$ cat config.mk
export PLATFORM = sky130hd
export DESIGN_NAME = register_8_sequencer
export DESIGN_NICKNAME = d
export VERILOG_FILES = /design/src/rtl/register_8_sequencer.sv
export SDC_FILE = /design/constraint.sdc
export NUM_CORES = 1
export LEC_CHECK = 0
export BUFFER_PORTS_ARGS = -buffer_cell sky130_fd_sc_hd__buf_2
export CAP_MARGIN = 5
export CORE_MARGIN = 8
export CORE_UTILIZATION = 50
export DETAILED_ROUTE_END_ITERATION = 6
export PLACE_DENSITY = 0.71
export SETUP_SLACK_MARGIN = 0.15
export SLEW_MARGIN = 30
export SYNTH_ARGS = -nofsm -noshare
export SYNTH_HDL_FRONTEND = slang
export SYNTH_SLANG_ARGS = --single-unit
$ cat constraint.sdc
create_clock -name CLK_TOP -period 4.5 [get_ports CLK_TOP]
set_clock_uncertainty 0.1 [all_clocks]
set_input_delay 0.45 -clock CLK_TOP [delete_from_list [all_inputs] [get_ports CLK_TOP]]
set_output_delay 0.45 -clock CLK_TOP [all_outputs]
set_load 0.02 [all_outputs]
$ cat src/rtl/register_8_sequencer.sv
// Mode sequencer for the 8-bit pattern register: steps the 3-bit mode select through
// MODE_MIN..MODE_MAX, dwelling DWELL shift ticks per mode, with run/pause/single-step.
module register_8_sequencer #(
   parameter int unsigned TICK_DIV = 4,
   parameter int unsigned DWELL    = 3,
   parameter int unsigned MODE_MIN = 1,
   parameter int unsigned MODE_MAX = 4
) (
   input  logic       CLK_TOP,
   input  logic       RST_TOP,
   input  logic       RUN,
   input  logic       HOLD,
   input  logic       STEP,
   output logic [2:0] S_OUT,
   output logic       SHIFT_EN,
   output logic       LOAD,
   output logic       BUSY
);

   localparam int unsigned TICK_W  = $clog2(TICK_DIV);
   localparam int unsigned DWELL_W = $clog2(DWELL + 1);

   localparam logic [TICK_W-1:0]  TICK_LAST  = TICK_W'(TICK_DIV - 1);
   localparam logic [TICK_W-1:0]  TICK_PRE   = TICK_W'(TICK_DIV - 2);
   localparam logic [DWELL_W-1:0] DWELL_LAST = DWELL_W'(DWELL - 1);
   localparam logic [2:0]         MIN_SEL    = 3'(MODE_MIN);
   localparam logic [2:0]         MAX_SEL    = 3'(MODE_MAX);

   typedef enum logic [1:0] {
      ST_IDLE  = 2'd0,
      ST_LDST  = 2'd1,
      ST_RUNST = 2'd2,
      ST_PAUSE = 2'd3
   } state_t;

   state_t               r_state;
   logic [2:0]           r_s_out;
   logic                 r_shift_en;
   logic                 r_load;
   logic                 r_busy;
   logic [TICK_W-1:0]    r_tick;
   logic [DWELL_W-1:0]   r_dwell;

   logic [2:0]           w_s_adv;
   logic                 w_tick_last;
   logic                 w_tick_pre;
   logic                 w_dwell_last;

   // Next mode in the sequence; any out-of-range value snaps back to MODE_MIN.
   always_comb begin
      w_s_adv = MIN_SEL;
      if ((r_s_out != MAX_SEL) && (r_s_out >= MIN_SEL) && (r_s_out < MAX_SEL)) begin
         w_s_adv = r_s_out + 3'd1;
      end
   end

   assign w_tick_last  = (r_tick == TICK_LAST);
   assign w_tick_pre   = (r_tick == TICK_PRE);
   assign w_dwell_last = (r_dwell == DWELL_LAST);

   // The strobe is raised one edge early so SHIFT_EN is high while tick_cnt sits at TICK_DIV-1.
   always_ff @(posedge CLK_TOP or posedge RST_TOP) begin
      if (RST_TOP) begin
         r_state    <= ST_IDLE;
         r_s_out    <= MIN_SEL;
         r_shift_en <= 1'b0;
         r_load     <= 1'b0;
         r_busy     <= 1'b0;
         r_tick     <= '0;
         r_dwell    <= '0;
      end else begin
         r_shift_en <= 1'b0;
         r_load     <= 1'b0;
         case (r_state)
            ST_IDLE: begin
               r_busy <= 1'b0;
               if (RUN) begin
                  r_state <= ST_LDST;
                  r_load  <= 1'b1;
                  r_busy  <= 1'b1;
                  r_tick  <= '0;
                  r_dwell <= '0;
               end else if (STEP) begin
                  r_s_out <= w_s_adv;
                  r_load  <= 1'b1;
               end
            end

            ST_LDST: begin
               r_tick  <= '0;
               r_dwell <= '0;
               if (!RUN) begin
                  r_state <= ST_IDLE;
                  r_busy  <= 1'b0;
               end else begin
                  r_state <= ST_RUNST;
               end
            end

            ST_RUNST: begin
               if (!RUN) begin
                  r_state <= ST_IDLE;
                  r_busy  <= 1'b0;
                  r_tick  <= '0;
                  r_dwell <= '0;
               end else if (HOLD) begin
                  r_state <= ST_PAUSE;
               end else if (w_tick_last) begin
                  r_tick <= '0;
                  if (w_dwell_last) begin
                     r_state <= ST_LDST;
                     r_load  <= 1'b1;
                     r_s_out <= w_s_adv;
                     r_dwell <= '0;
                  end else begin
                     r_dwell <= r_dwell + DWELL_W'(1);
                  end
               end else begin
                  r_tick     <= r_tick + TICK_W'(1);
                  r_shift_en <= w_tick_pre;
               end
            end

            ST_PAUSE: begin
               if (!RUN) begin
                  r_state <= ST_IDLE;
                  r_busy  <= 1'b0;
                  r_tick  <= '0;
                  r_dwell <= '0;
               end else if (!HOLD) begin
                  r_state <= ST_RUNST;
               end
            end

            default: begin
               r_state <= ST_IDLE;
               r_busy  <= 1'b0;
            end
         endcase
      end
   end

   assign S_OUT    = r_s_out;
   assign SHIFT_EN = r_shift_en;
   assign LOAD     = r_load;
   assign BUSY     = r_busy;

endmodule

==> reports/metrics.cfg <==
[status]
status = completed

[cells_and_area]
design_area_um2 = 747
multiInputGateArea_um2 = 313
final_util_pct = 58.9
drive_above_1_share_pct = 28.0
num_antenna_cells = 0
fin_cells = 90
num-nets-final = 85
regArea_um2 = 302
syn_to_final_growth_pct = 12.6
fill_cells = 108

[pwr]
peakVddDrop_uv = 235
leakagePower_nw = 0.386
power_density_nw_per_um2 = 447
power.total_mw = 0.334

[yosys]
yosysUniqueCellTypes = 25
yosysTopAreaCell = dfrtp_1
netlist_top_cells_area = dfrtp_1 (42%), ha_1 (7.5%), inv_1 (5.7%), mux2i_1 (4.5%), a32oi_4 (4.2%)
syn_avg_cell_area_um2 = 10.7
netlist_area_um2 = 663
ys_seq_elements = 12
synth_nets = 71
syn_inst = 62
yosysTopAreaCellShare_pct = 41.5
ys_warn_count = 0
yosysSeqAreaShare_pct = 45.5

[placed_design]
port_buffers = 10
finalWeightedCongestion = 0.726
place_inst = 86
dp_hpwl_um = 884
place_area_um2 = 721

[global_route]
grt_pass1_vias = 485
grt_pass1_wl_um = 2130
antenna_found_initial = 0
grt.busiest_layer = met2
grt_util_met2_pct = 15.4
use_met3_pct = 3.69
grt_max_degree = 13
grt_usage_pct = 10.5
grt_overflow = 0
met1_usage_pct = 12.8

[floorplanning]
start_util_pct = 52.3
die_area_um2 = 2750
rows = 13
dieWidth_um = 52.4
die_y_um = 52.4
core_area_um2 = 1270
ios = 11

[sta]
rsz0062_at_grt = false
fmax_ghz = 0.621
fin_tns_setup_ns = 0
max_slew_margin_pct = 69.0
slew_violations = 0
min_period_ns = 1.61
tightest_slew_ns = 0.465
setup_viol = 0
finalCritPeriodShare_pct = 35.8
hold_viol_final = 0

[clock_network]
cts.hold.buffers_added = 0
cts_resized = 0
htreeDepth = 1
clk_pin_slew_ns = 0.08
clockBufferDepth = 2
clockRootBuffer = clkbuf_4
clock_latency_ns = 0.27
cts_tree = yes
postCtsSetupBuffers = 0
clkSinkCount = 12
cts_buffers = 3

[critical_path]
cp.buffers_inverters = 0
path_class = flip-flop to flip-flop
slowest_delay_ns = 0.41
start_kind = flip-flop
path_max_fanout = 4
critPathRequiredTime_ns = 4.60
path_cells = ha_1, and3b_1, a32oi_4, mux2_4
cpMaxStageDelayCell = dfrtp_1
crit_family = flip-flops
path_depth = 4
r2r_cells = 4
end_kind = flip-flop
critPathArrivalTime_ns = 1.71

[min_path]
hold_class = input port to asynchronous set/reset pin

[route]
dr.pass1.iters = 2
drt_iter0_markers = 4
vias = 457
wire_per_inst_um = 12.9
route.detailed.drc = 0
wirelength_um = 1160
routed_via_density = 5.08
drt.antenna.violating_nets = 0

[job]
drv_cap = 0

per-stage QoR:
| step | hold slack, ns | setup slack, ns |
|---|---|---|
| 2_1_floorplan | 0.214 | 2.96 |
| 3_5_place_dp | 0.373 | 2.91 |
| 3_3_place_gp | 0.367 | 2.93 |
| 6_report | 0.0726 | 2.89 |
| 5_1_grt | 0.111 | 2.83 |
| 4_1_cts | 0.0773 | 2.90 |
final cells by class:
type                    instances  share of cell area [%]
inverters                      10                    5.03
well taps                      15                    2.51
clock buffers                   4                    3.52
flip-flops and latches         12                    40.4
multi-input cells              39                    41.9
repair buffers                 10                    6.70
worst paths after layout:
path	to	slack (ns)	startpoint
max	S_OUT[0]	2.89	r_tick[0]
min	BUSY	0.07	RST_TOP
max reg2reg	S_OUT[0]	2.89	r_tick[0]
min reg2reg	r_tick[0]	0.40	r_tick[0]
max in group asynchronous	S_OUT[0]	3.88	RST_TOP
min in group CLK_TOP	r_tick[1]	0.33	HOLD
logic make-up after synthesis:
kind of cell	count (synthesis)	synth area share [%]
fa+ha+maj	4	7.55
compound gates	11	14.2
flops	12	45.5
mux	4	6.79
buf+inv	11	7.36
simple gates	20	18.7
cells in the mapped netlist:
library cell  count
a21o_2            1
and4bb_4          1
mux2_4            1
nand4_1           1
inv_1            10
and2_2            1
nand2_1           6
a32oi_4           1
mux2i_1           3
o32ai_1           1
o22ai_1           1
and2_1            1
or3_4             1
dfstp_2           1
and4b_2           1
nor2_1            5
nand3b_1          2
o21ai_0           2
o211ai_1          1
o211a_1           1
a21oi_1           3
dfrtp_1          11
and3b_1           1
ha_1              4
buf_6             1
cells in the final DEF (no fill, tap or decap), types with 2 or more instances in the layout:
| cell type | Yosys | routed |
|---|---|---|
| a21oi_1 | 3 | 3 |
| buf_2 | 0 | 10 |
| clkbuf_4 | 0 | 3 |
| dfrtp_1 | 11 | 11 |
| ha_1 | 4 | 4 |
| inv_1 | 10 | 10 |
| mux2i_1 | 3 | 3 |
| nand2_1 | 6 | 6 |
| nand3b_1 | 2 | 2 |
| nor2_1 | 5 | 5 |
| o21ai_0 | 2 | 2 |
power breakdown:
group | switching, mW | leakage (nW) | internal, mW | total, mW
clock | 0.0366 | 0.0150 | 0.0344 | 0.0709
combinational | 0.0648 | 0.216 | 0.0462 | 0.111
sequential | 0.0202 | 0.155 | 0.132 | 0.152
per-layer routing:
metal  part of all wire, %  wire length [um]
met1                    48               558
met2                    44               512
met3                   5.8                67
met4                   1.8                21
met5                     0                 0
sequential cells by signal, indices dropped and copies added (netlist names):
name	flops
r_dwell	2
LOAD	1
r_tick	2
SHIFT_EN	1
r_state	2
BUSY	1
S_OUT	3
(Power assumes the default switching activity.)
